--- src/rtl/nanov_digit_alu_pkg.sv ---
// Shared definitions for the digit-serial ALU: op codes, FSM encoding and
// the step-count helper used at operation acceptance.
package nanov_digit_alu_pkg;

  localparam logic [3:0] OP_ADD  = 4'b0000;
  localparam logic [3:0] OP_SUB  = 4'b1000;
  localparam logic [3:0] OP_SLL  = 4'b0001;
  localparam logic [3:0] OP_SLT  = 4'b0010;
  localparam logic [3:0] OP_SLTU = 4'b0011;
  localparam logic [3:0] OP_XOR  = 4'b0100;
  localparam logic [3:0] OP_SRL  = 4'b0101;
  localparam logic [3:0] OP_SRA  = 4'b1101;
  localparam logic [3:0] OP_OR   = 4'b0110;
  localparam logic [3:0] OP_AND  = 4'b0111;

  localparam logic [2:0] F3_ADD  = 3'b000;
  localparam logic [2:0] F3_SLL  = 3'b001;
  localparam logic [2:0] F3_SLT  = 3'b010;
  localparam logic [2:0] F3_SLTU = 3'b011;
  localparam logic [2:0] F3_XOR  = 3'b100;
  localparam logic [2:0] F3_SR   = 3'b101;
  localparam logic [2:0] F3_OR   = 3'b110;
  localparam logic [2:0] F3_AND  = 3'b111;

  typedef enum logic [1:0] {
    ST_IDLE = 2'b00,
    ST_RUN  = 2'b01,
    ST_DONE = 2'b10
  } state_t;

  function automatic logic is_shift(input logic [2:0] f3);
    return (f3 == F3_SLL) || (f3 == F3_SR);
  endfunction

  // Shifts move one bit per step (a zero amount still takes one idle step);
  // everything else walks the operand one digit per step.
  function automatic int unsigned calc_steps(input int unsigned xlen,
                                             input int unsigned dw,
                                             input logic [2:0]  f3,
                                             input int unsigned shamt);
    int unsigned n;
    if (is_shift(f3)) begin
      n = (shamt == 32'd0) ? 32'd1 : shamt;
    end else begin
      n = xlen / dw;
    end
    return n;
  endfunction

endpackage

--- src/rtl/nanov_digit_alu_slice.sv ---
// One DW-bit digit of the ALU: add/subtract with carry, bitwise logic and
// a raw digit-equality flag for the serial a==b compare.
module nanov_digit_alu_slice
  import nanov_digit_alu_pkg::*;
#(
  parameter int DW = 4
) (
  input  logic [DW-1:0] i_a,
  input  logic [DW-1:0] i_b,
  input  logic          i_cin,
  input  logic          i_inv_b,
  input  logic [2:0]    i_f3,
  output logic [DW-1:0] o_y,
  output logic          o_cout,
  output logic          o_eq
);

  logic [DW-1:0] w_b;
  logic [DW:0]   w_sum;

  // Digit arithmetic and logic; equality always uses the uninverted b.
  always_comb begin
    w_b    = i_inv_b ? ~i_b : i_b;
    w_sum  = {1'b0, i_a} + {1'b0, w_b} + {{DW{1'b0}}, i_cin};
    o_cout = w_sum[DW];
    o_eq   = (i_a == i_b);
    case (i_f3)
      F3_XOR:  o_y = i_a ^ i_b;
      F3_OR:   o_y = i_a | i_b;
      F3_AND:  o_y = i_a & i_b;
      default: o_y = w_sum[DW-1:0];
    endcase
  end

endmodule

--- src/rtl/nanov_digit_alu.sv ---
// Digit-serial ALU: operands are captured on start, then processed one digit
// (or, for shifts, one bit) per cycle; result and cmp are held until the next op.
module nanov_digit_alu
  import nanov_digit_alu_pkg::*;
#(
  parameter int XLEN = 32,
  parameter int DW   = 4
) (
  input  logic            clk,
  input  logic            rstn,
  input  logic            i_start,
  input  logic [3:0]      i_op,
  input  logic [XLEN-1:0] i_a,
  input  logic [XLEN-1:0] i_b,
  output logic            o_busy,
  output logic            o_done,
  output logic [XLEN-1:0] o_result,
  output logic            o_cmp
);

  localparam int SW = $clog2(XLEN);
  localparam int CW = SW + 1;

  state_t          r_state;
  state_t          w_state_nxt;
  logic [XLEN-1:0] r_a;
  logic [XLEN-1:0] r_b;
  logic [XLEN-1:0] r_acc;
  logic [3:0]      r_op;
  logic [CW-1:0]   r_cnt;
  logic [CW-1:0]   r_last_cnt;
  logic            r_carry;
  logic            r_eq;
  logic            r_busy;
  logic            r_done;
  logic [XLEN-1:0] r_result;
  logic            r_cmp;

  logic            w_accept;
  logic            w_last;
  logic [2:0]      w_f3;
  logic            w_shift;
  logic            w_inv_b;
  logic            w_cin;
  logic [DW-1:0]   w_y;
  logic            w_cout;
  logic            w_eq_dig;
  logic            w_flag;
  logic [XLEN-1:0] w_sh_val;
  logic [XLEN-1:0] w_acc_nxt;
  logic [XLEN-1:0] w_final_res;
  logic            w_final_cmp;
  logic [CW-1:0]   w_last_in;

  assign o_busy   = r_busy;
  assign o_done   = r_done;
  assign o_result = r_result;
  assign o_cmp    = r_cmp;

  nanov_digit_alu_slice #(.DW(DW)) u_slice (
    .i_a     (r_a[DW-1:0]),
    .i_b     (r_b[DW-1:0]),
    .i_cin   (w_cin),
    .i_inv_b (w_inv_b),
    .i_f3    (w_f3),
    .o_y     (w_y),
    .o_cout  (w_cout),
    .o_eq    (w_eq_dig)
  );

  // Next-state logic; start is only honoured outside RUN.
  always_comb begin
    w_state_nxt = r_state;
    w_accept    = 1'b0;
    case (r_state)
      ST_IDLE, ST_DONE: begin
        if (i_start) begin
          w_state_nxt = ST_RUN;
          w_accept    = 1'b1;
        end else begin
          w_state_nxt = ST_IDLE;
        end
      end
      ST_RUN: begin
        if (w_last) begin
          w_state_nxt = ST_DONE;
        end else begin
          w_state_nxt = ST_RUN;
        end
      end
      default: w_state_nxt = ST_IDLE;
    endcase
  end

  // Per-step datapath: carry chain, SLT/SLTU flag, shifter and final result mux.
  always_comb begin
    w_f3      = r_op[2:0];
    w_shift   = is_shift(w_f3);
    w_inv_b   = ((w_f3 == F3_ADD) && r_op[3]) || (w_f3 == F3_SLT) || (w_f3 == F3_SLTU);
    w_cin     = (r_cnt == {CW{1'b0}}) ? w_inv_b : r_carry;
    w_last    = (r_cnt == r_last_cnt);
    w_acc_nxt = (r_acc >> DW) | (XLEN'(w_y) << (XLEN - DW));
    w_last_in = CW'(calc_steps(XLEN, DW, i_op[2:0], 32'(i_b[SW-1:0])) - 32'd1);

    // On the final step the current digit is the top one, so its MSBs are the operand signs.
    if (w_f3 == F3_SLTU) begin
      w_flag = ~w_cout;
    end else if (r_a[DW-1] != r_b[DW-1]) begin
      w_flag = r_a[DW-1];
    end else begin
      w_flag = w_y[DW-1];
    end

    if (r_b[SW-1:0] == {SW{1'b0}}) begin
      w_sh_val = r_a;
    end else begin
      case (w_f3)
        F3_SLL:  w_sh_val = r_a << 1;
        F3_SR:   w_sh_val = r_op[3] ? {r_a[XLEN-1], r_a[XLEN-1:1]} : (r_a >> 1);
        default: w_sh_val = r_a;
      endcase
    end

    if (w_shift) begin
      w_final_res = w_sh_val;
      w_final_cmp = r_eq;
    end else if ((w_f3 == F3_SLT) || (w_f3 == F3_SLTU)) begin
      w_final_res = {{(XLEN-1){1'b0}}, w_flag};
      w_final_cmp = w_flag;
    end else begin
      w_final_res = w_acc_nxt;
      w_final_cmp = r_eq & w_eq_dig;
    end
  end

  // State, operand registers and held outputs; reset aborts any operation.
  always_ff @(posedge clk) begin
    if (!rstn) begin
      r_state    <= ST_IDLE;
      r_a        <= {XLEN{1'b0}};
      r_b        <= {XLEN{1'b0}};
      r_acc      <= {XLEN{1'b0}};
      r_op       <= 4'b0000;
      r_cnt      <= {CW{1'b0}};
      r_last_cnt <= {CW{1'b0}};
      r_carry    <= 1'b0;
      r_eq       <= 1'b0;
      r_busy     <= 1'b0;
      r_done     <= 1'b0;
      r_result   <= {XLEN{1'b0}};
      r_cmp      <= 1'b0;
    end else begin
      r_state <= w_state_nxt;
      r_busy  <= (w_state_nxt == ST_RUN);
      r_done  <= (w_state_nxt == ST_DONE);
      if (w_accept) begin
        r_a        <= i_a;
        r_b        <= i_b;
        r_op       <= i_op;
        r_acc      <= {XLEN{1'b0}};
        r_cnt      <= {CW{1'b0}};
        r_carry    <= 1'b0;
        r_last_cnt <= w_last_in;
        // Shifts never walk the digits, so their a==b flag is taken up front.
        r_eq       <= is_shift(i_op[2:0]) ? (i_a == i_b) : 1'b1;
      end else if (r_state == ST_RUN) begin
        r_cnt <= r_cnt + CW'(1);
        if (w_shift) begin
          r_a <= w_sh_val;
        end else begin
          r_a     <= r_a >> DW;
          r_b     <= r_b >> DW;
          r_acc   <= w_acc_nxt;
          r_carry <= w_cout;
          r_eq    <= r_eq & w_eq_dig;
        end
        if (w_last) begin
          r_result <= w_final_res;
          r_cmp    <= w_final_cmp;
        end
      end
    end
  end

endmodule
--- config.mk ---
export PLATFORM = sky130hd
export DESIGN_NAME = nanov_digit_alu
export DESIGN_NICKNAME = d
export VERILOG_FILES = /design/src/rtl/nanov_digit_alu_pkg.sv /design/src/rtl/nanov_digit_alu_slice.sv /design/src/rtl/nanov_digit_alu.sv
export SDC_FILE = /design/constraint.sdc
export NUM_CORES = 1
export LEC_CHECK = 0
export ABC_AREA = 1
export CAP_MARGIN = 40
export CORE_MARGIN = 5
export CORE_UTILIZATION = 56
export DETAILED_ROUTE_END_ITERATION = 8
export PLACE_DENSITY = 0.81
export SETUP_SLACK_MARGIN = 0.02
export SLEW_MARGIN = 20
export SYNTH_ARGS = -nofsm -noshare
export SYNTH_HDL_FRONTEND = slang
export SYNTH_SLANG_ARGS = --single-unit
--- constraint.sdc ---
create_clock -name clk -period 2.8 [get_ports clk]
set_input_delay 0.56 -clock clk [delete_from_list [all_inputs] [get_ports clk]]
set_output_delay 0.56 -clock clk [all_outputs]
set_load 0.1 [all_outputs]
==> flow_metrics.env, run 1 <==
export IMPL_cts_buffers=17
export IMPL_yosysWarnings=0
export IMPL_routed_via_density=5.87
export IMPL_fin_ws_ps=253
export IMPL_wl_per_cell_um=16.9
export IMPL_syn_cell_area_um2=7980
export IMPL_p_per_area_nw_per_um2=684
export IMPL_hp_start="r_last_cnt[5]"
export IMPL_synth_seq_cells=147
export IMPL_pwr_share_seq_pct=37.1
export IMPL_vias=8486
export IMPL_rr_endpoint="o_result[29]"
export IMPL_syn_area_per_cell_um2=6.78
export IMPL_p_leak_uw=0.00396
export IMPL_ioPinCount=106
export IMPL_clkLatencyLatePin_ps=430
export IMPL_syn_inst=1177
export IMPL_routabilityCongestion=0.922
export IMPL_period_minus_slack_ps=2550
export IMPL_antenna_cells=0
export IMPL_synth_cell_types=49
export IMPL_netlist_top_cells_count="nand2_1, a21oi_1, dfxtp_1"
export IMPL_place_ws_ps=298
export IMPL_initial_core_util_pct=57.2
export IMPL_grt_pass1_vias=7723
export IMPL_grt_pass1_wl_mm=39.4
export IMPL_cap_violations=0
export IMPL_htreeDepth=4
export IMPL_grt_max_degree=63
export IMPL_crit_arrival_ps=2880
export IMPL_internal_power_uw=4120
export IMPL_p_sw_share_pct=37.1
export IMPL_area_growth_pct=20.0
export IMPL_synth_top_area_share_pct=36.9
export IMPL_crit_fanout=7
export IMPL_die_h_um=129
export IMPL_synth_edff_count=0
export IMPL_slowest_delay_ps=550
export IMPL_die_w_um=129
export IMPL_grt_antenna_before_repair=0
export IMPL_rows=43
export IMPL_m1WireLength_mm=10.3
export IMPL_power_uw=6540
export IMPL_synth_ff_type="dfxtp_1"
export IMPL_drt_iter0_markers=973
export IMPL_drive_above_1_share_pct=9.80
export IMPL_timing_final_crit_share_pct=91.0
export IMPL_crit_top_cell="nand2_1"
export IMPL_slew_headroom_pct=56.5
export IMPL_wl_met2_mm=10.9
export IMPL_rrSetupSlack_ps=250
export IMPL_grt_use_total_pct=29.6
export IMPL_synth_area_leaders="dfxtp_1, nand2_1, a21oi_1, o21ai_0, nor2_1"
export IMPL_cts_buffer_depth=2
export IMPL_core_area_um2=13900
export IMPL_met3WireLength_mm=2.56
export IMPL_crit_slowest_cell="dfxtp_1"
export IMPL_hp_class="flip-flop to flip-flop"
export IMPL_finalMaxSlewViolations=0
export IMPL_clock_power_share_pct=34.4
export IMPL_cts_sinks=147
export IMPL_cts_reportedPaths_clkPinSlew_ps=70
export IMPL_hold_buffers=0
export IMPL_ys_seq_area_share_pct=36.9
export IMPL_start_kind="flip-flop"
export IMPL_pwr_share_comb_pct=28.5
export IMPL_nNetsFinal=1339
export IMPL_ir_drop_uv=388
export IMPL_portBuffers=105
export IMPL_min_to="r_last_cnt[5]"
export IMPL_post_dp_hpwl_mm=17.3
export IMPL_wl_mm=24.4
export IMPL_yosysMostFrequentCell="nand2_1"
export IMPL_skew_ps=13.7
export IMPL_rsz0062_at_grt="no"
export IMPL_die_area_um2=16700
export IMPL_cts_tree="done"
export IMPL_overflow=0
export IMPL_fin_setup_tns_ps=0
export IMPL_root_buffer="clkbuf_16"
export IMPL_status="finished clean"
export IMPL_drc=0
export IMPL_endpoint_kind="flip-flop"
export IMPL_ant_nets=0
export IMPL_postCtsSetupRepairBufs=0
export IMPL_cts_resized=0
export IMPL_r2r_cells=13
export IMPL_finalHoldViolations=0
export IMPL_finalSetupViolCount=0
export IMPL_timing_fmax_mhz=393
export IMPL_cp_required_ps=3130
export IMPL_regToRegStartpoint="r_op[0]"
export IMPL_path_class="flip-flop to flip-flop"
export IMPL_yosysTopAreaCell="dfxtp_1"
export IMPL_synth_async_reset_ratio_pct=0
export IMPL_hold_depth=2
export IMPL_syn_num_nets=1264
export IMPL_worst_slew_pin_slew_ps=652
export IMPL_routed_top_layer="met4"
export IMPL_dr_pass1_iters=6
export IMPL_power_switching_uw=2430
export IMPL_cp_cell_sequence="nand2_4, inv_6, nor3_2, xor2_1, fa_1, inv_1, fa_1, nand2_1, o2111ai_1, nand2_1, nand3_1, nand2_1, inv_1"
## placed cells by master (no fill, tap or decap), drive strengths merged, types with 7 or more instances in the layout
cell type / count
nand2: 286
a21oi: 161
dfxtp: 147
nor2: 122
o21ai: 122
inv: 90
clkdlybuf4s50: 70
buf: 59
nand3: 59
xnor2: 29
a31oi: 27
clkbuf: 18
ha: 14
nor3: 9
xor2: 7
## power groups by stage
stage	sequential, uW	combinational (uW)	clock, uW
after global routing	2450	2030	2390
after detailed placement	2460	1830	0
after global placement	2460	1810	0
after floorplan	2790	989	0
after CTS	2420	1850	2270
final	2430	1870	2250
## stage by stage
stage | area, um^2 | std cells | util (%) | hold WS [ps]
after detailed placement | 8990 | 1413 | 64.5 | 448
after global placement | 8990 | 1413 | 64.5 | 443
final | 9570 | 1445 | 68.7 | 453
after CTS | 9570 | 1445 | 68.7 | 457
after floorplan | 7980 | 1177 | - | 430
after global routing | 9570 | 1445 | 68.7 | 492
## cells by family (layout without fill, tap and decap cells)
group           Yosys count  count (layout)  synth area share (%)
simple gates            489             489                  25.7
xor+xnor                 36              36                  3.95
mux                       1               1                 0.126
buf+inv                 157             245                  8.61
flops                   147             147                  36.9
compound gates          331             331                  22.0
fa+ha+maj                16              16                  2.70
## metal layers
metal  global-route usage [%]  vias to the layer above
met1                     41.6                     3915
li1                         -                     4047
met3                     6.43                       47
met2                     45.0                      477
met5                        0                        -
met4                     10.6                        0
## final cells by class
class / instances / area (um^2)
Inverter: 84 / 323
Multi-Input combinational cell: 873 / 4350
Clock inverter: 14 / 143
Sequential cell: 147 / 2940
Tap cell: 180 / 225
Fill cell: 1232 / 4370
Clock buffer: 18 / 439
Timing Repair Buffer: 129 / 1140
## worst max-delay path by stage
stage                  from            to  slack (ps)  depth (start not counted)
floorplan           r_op[1]  o_result[29]         270                         15
global placement    r_op[0]         o_cmp         380                         13
detailed placement  r_op[1]  o_result[29]         300                         14
CTS                 r_op[0]   o_result[0]         280                         13
global route        r_op[0]   o_result[0]          20                         13
finish              r_op[0]  o_result[29]         250                         13
## registers in the layout, indices dropped and copies added (netlist names)
signal / count
r_op: 4
r_state: 2
r_acc: 28
o_busy: 1
r_a: 32
r_b: 32
r_last_cnt: 6
o_result: 32
o_cmp: 1
r_cnt: 6
r_carry: 1
r_eq: 1
o_done: 1
## critical path: cells and delay by family (launching register included)
kind | cells | cell delay, ps
buffers and inverters | 3 | 270
adder cells (fa/ha/maj) | 2 | 790
XOR/XNOR | 1 | 170
flip-flops | 1 | 550
AND/OR/NAND/NOR | 6 | 510
AO/OA/AOI/OAI | 1 | 160
Note: power is estimated with default switching activity, not from simulation.
==> inputs of run 2 (changes only) <==
--- a/config.mk
+++ b/config.mk
@@ -5,7 +5,7 @@
 export SDC_FILE = /design/constraint.sdc
 export NUM_CORES = 1
 export LEC_CHECK = 0
-export ABC_AREA = 1
+export ABC_AREA = 0
 export CAP_MARGIN = 40
 export CORE_MARGIN = 5
 export CORE_UTILIZATION = 56
==> flow_metrics.env, run 2 <==
export IMPL_status="finished clean"
export IMPL_cap_violations=0
export IMPL_crit_arrival_ps=3090
export IMPL_crit_buf_inv=1
export IMPL_syn_cell_area_um2=7780
export IMPL_die_h_um=128
export IMPL_rr_endpoint="o_result[0]"
export IMPL_placedInstanceArea_um2=8950
export IMPL_busiest_layer="met2"
export IMPL_yosysWarnings=0
export IMPL_crit_path_start="r_cnt[0]"
export IMPL_cp_required_ps=3150
export IMPL_cp_cell_sequence="inv_2, ha_1, or4b_4, o31a_1, fa_2, nand3b_1, and3b_2, o31ai_4, nand3_2, a41oi_2"
export IMPL_grt_pass1_vias=7079
export IMPL_multi_input_area_um2=4550
export IMPL_synth_edff_count=0
export IMPL_postCtsSetupRepairBufs=0
export IMPL_min_to="r_acc[7]"
export IMPL_crit_slowest_cell="or4b_4"
export IMPL_yosysTopAreaCell="dfxtp_1"
export IMPL_synth_top_area_share_pct=37.8
export IMPL_routed_via_density=6.25
export IMPL_use_met1_pct=40.0
export IMPL_hold_depth=2
export IMPL_skew_ps=7.96
export IMPL_grt_max_degree=94
export IMPL_vias=7657
export IMPL_grt_antenna_before_repair=0
export IMPL_p_leak_uw=0.00369
export IMPL_power_uw=6570
export IMPL_root_buffer="clkbuf_16"
export IMPL_timing_fmax_mhz=366
export IMPL_seq_area_um2=2950
export IMPL_hp_start="r_acc[7]"
export IMPL_worst_slew_pin_slew_ps=631
export IMPL_overflow=0
export IMPL_clkLatencyLatePin_ps=430
export IMPL_final_area_um2=9600
export IMPL_initial_core_util_pct=56.5
export IMPL_wl_per_cell_um=19.5
export IMPL_path_delay_family="simple AND/OR/NAND/NOR gates"
export IMPL_synth_async_reset_ratio_pct=0
export IMPL_ir_drop_uv=470
export IMPL_finalHoldViolations=0
export IMPL_r2r_cells=10
export IMPL_netlist_top_cells_count="nand2_1, dfxtp_1, a21oi_1"
export IMPL_area_growth_pct=23.4
export IMPL_yosysMostFrequentCell="nand2_1"
export IMPL_holdWs_ps=459
export IMPL_synth_cell_types=53
export IMPL_cts_sinks=147
export IMPL_final_common_cell="nand2_1"
export IMPL_drc=0
export IMPL_ioPinCount=106
export IMPL_grt_pass1_wl_mm=37.7
export IMPL_synth_seq_cells=147
export IMPL_antenna_cells=0
export IMPL_use_met3_pct=7.38
export IMPL_cts_tree="done"
export IMPL_fin_cells=1226
export IMPL_finalSetupViolCount=0
export IMPL_die_area_um2=16400
export IMPL_regToRegStartpoint="r_cnt[0]"
export IMPL_routabilityCongestion=0.974
export IMPL_die_w_um=128
export IMPL_core_area_um2=13800
export IMPL_dr_pass1_iters=5
export IMPL_post_dp_hpwl_mm=16.2
export IMPL_grt_use_total_pct=29.1
export IMPL_rsz0062_at_grt="yes"
export IMPL_cts_buffer_depth=2
export IMPL_syn_inst=956
export IMPL_cts_reportedPaths_clkPinSlew_ps=60
export IMPL_rrSetupSlack_ps=60
export IMPL_p_per_area_nw_per_um2=684
export IMPL_portBuffers=105
export IMPL_drt_iter0_markers=899
export IMPL_final_cell_mix="nand2_1, dfxtp_1, a21oi_1, clkdlybuf4s50_1, buf_4"
export IMPL_timing_final_crit_share_pct=97.7
export IMPL_drive_above_1_share_pct=13.9
export IMPL_synth_area_leaders="dfxtp_1, nand2_1, a21oi_1, xnor2_1, mux2i_1"
export IMPL_grt_use_met2_pct=44.6
export IMPL_wl_mm=23.9
export IMPL_syn_num_nets=1043
export IMPL_cts_buffers=17
export IMPL_endpoint_kind="flip-flop"
export IMPL_syn_area_per_cell_um2=8.14
export IMPL_start_kind="flip-flop"
export IMPL_ant_nets=0
export IMPL_crit_fanout=2
export IMPL_slowest_delay_ps=470
export IMPL_hp_class="flip-flop to flip-flop"
export IMPL_hold_buffers=0
export IMPL_path_class="flip-flop to flip-flop"
export IMPL_period_minus_slack_ps=2740
export IMPL_nNetsFinal=1121
export IMPL_rows=43
export IMPL_ys_seq_area_share_pct=37.8
export IMPL_nFillCells=1077
export IMPL_dp_cells=1195
export IMPL_synth_ff_type="dfxtp_1"
export IMPL_slew_headroom_pct=57.8
export IMPL_finalMaxSlewViolations=0
export IMPL_htreeDepth=4
[run 2: metrics by stage]
step / TNS, ps / setup slack (ps) / util [%]
2_1_floorplan: 0 / 12.4 / -
3_3_place_gp: -130 / -59.8 / 65.0
3_5_place_dp: -449 / -118 / 65.0
4_1_cts: 0 / 93.0 / 69.4
5_1_grt: -297 / -73.8 / 69.7
6_report: 0 / 64.7 / 69.7
[run 2: routing by layer]
layer / up-vias / part of all wire (%)
li1: 3574 / -
met1: 3594 / 43
met2: 432 / 44
met3: 57 / 10
met4: 0 / 2.8
met5: - / 0
[run 2: area by class of cell]
type	count	share of cell area (%)
clock buffer	18	4.57
clock inverter	13	1.52
inverter	12	0.469
multi-input combinational	718	47.3
sequential	147	30.7
tap	180	2.35
timing repair buffer	138	13.1
[run 2: worst register-to-register path, stage by stage (launching register included)]
cell	delay (ps)
dfxtp_2	320
inv_2	50
ha_1	130
or4b_4	470
o31a_1	290
fa_2	410
nand3b_1	220
and3b_2	280
o31ai_4	190
nand3_2	110
a41oi_2	200
[run 2: power by group]
| group | internal [uW] | switching (uW) |
|---|---|---|
| Sequential | 2260 | 145 |
| Clock | 1350 | 927 |
| Combinational | 641 | 1250 |
[run 2: timing repair]
action                                  CTS  global route
hold endpoints to repair                  0             0
resized for setup                         6            10
endpoints found under the setup margin    7             7
pin swaps                                 5             9
[run 2: how the worst max path moves through the flow]
stage / end / cells after the start / slack, ps
after CTS: o_cmp / 13 / 90
final: o_result[0] / 10 / 60
after global routing: o_cmp / 13 / -70
after global placement: o_result[0] / 13 / -60
after detailed placement: o_result[0] / 13 / -120
after floorplan: o_result[0] / 13 / 10
[run 2: logic make-up after synthesis]
logic type | Yosys count | synth area share [%]
mux | 31 | 3.99
xor+xnor | 48 | 5.40
flops | 147 | 37.8
compound gates | 319 | 27.5
buf+inv | 91 | 4.92
simple gates | 304 | 17.6
fa+ha+maj | 16 | 2.77
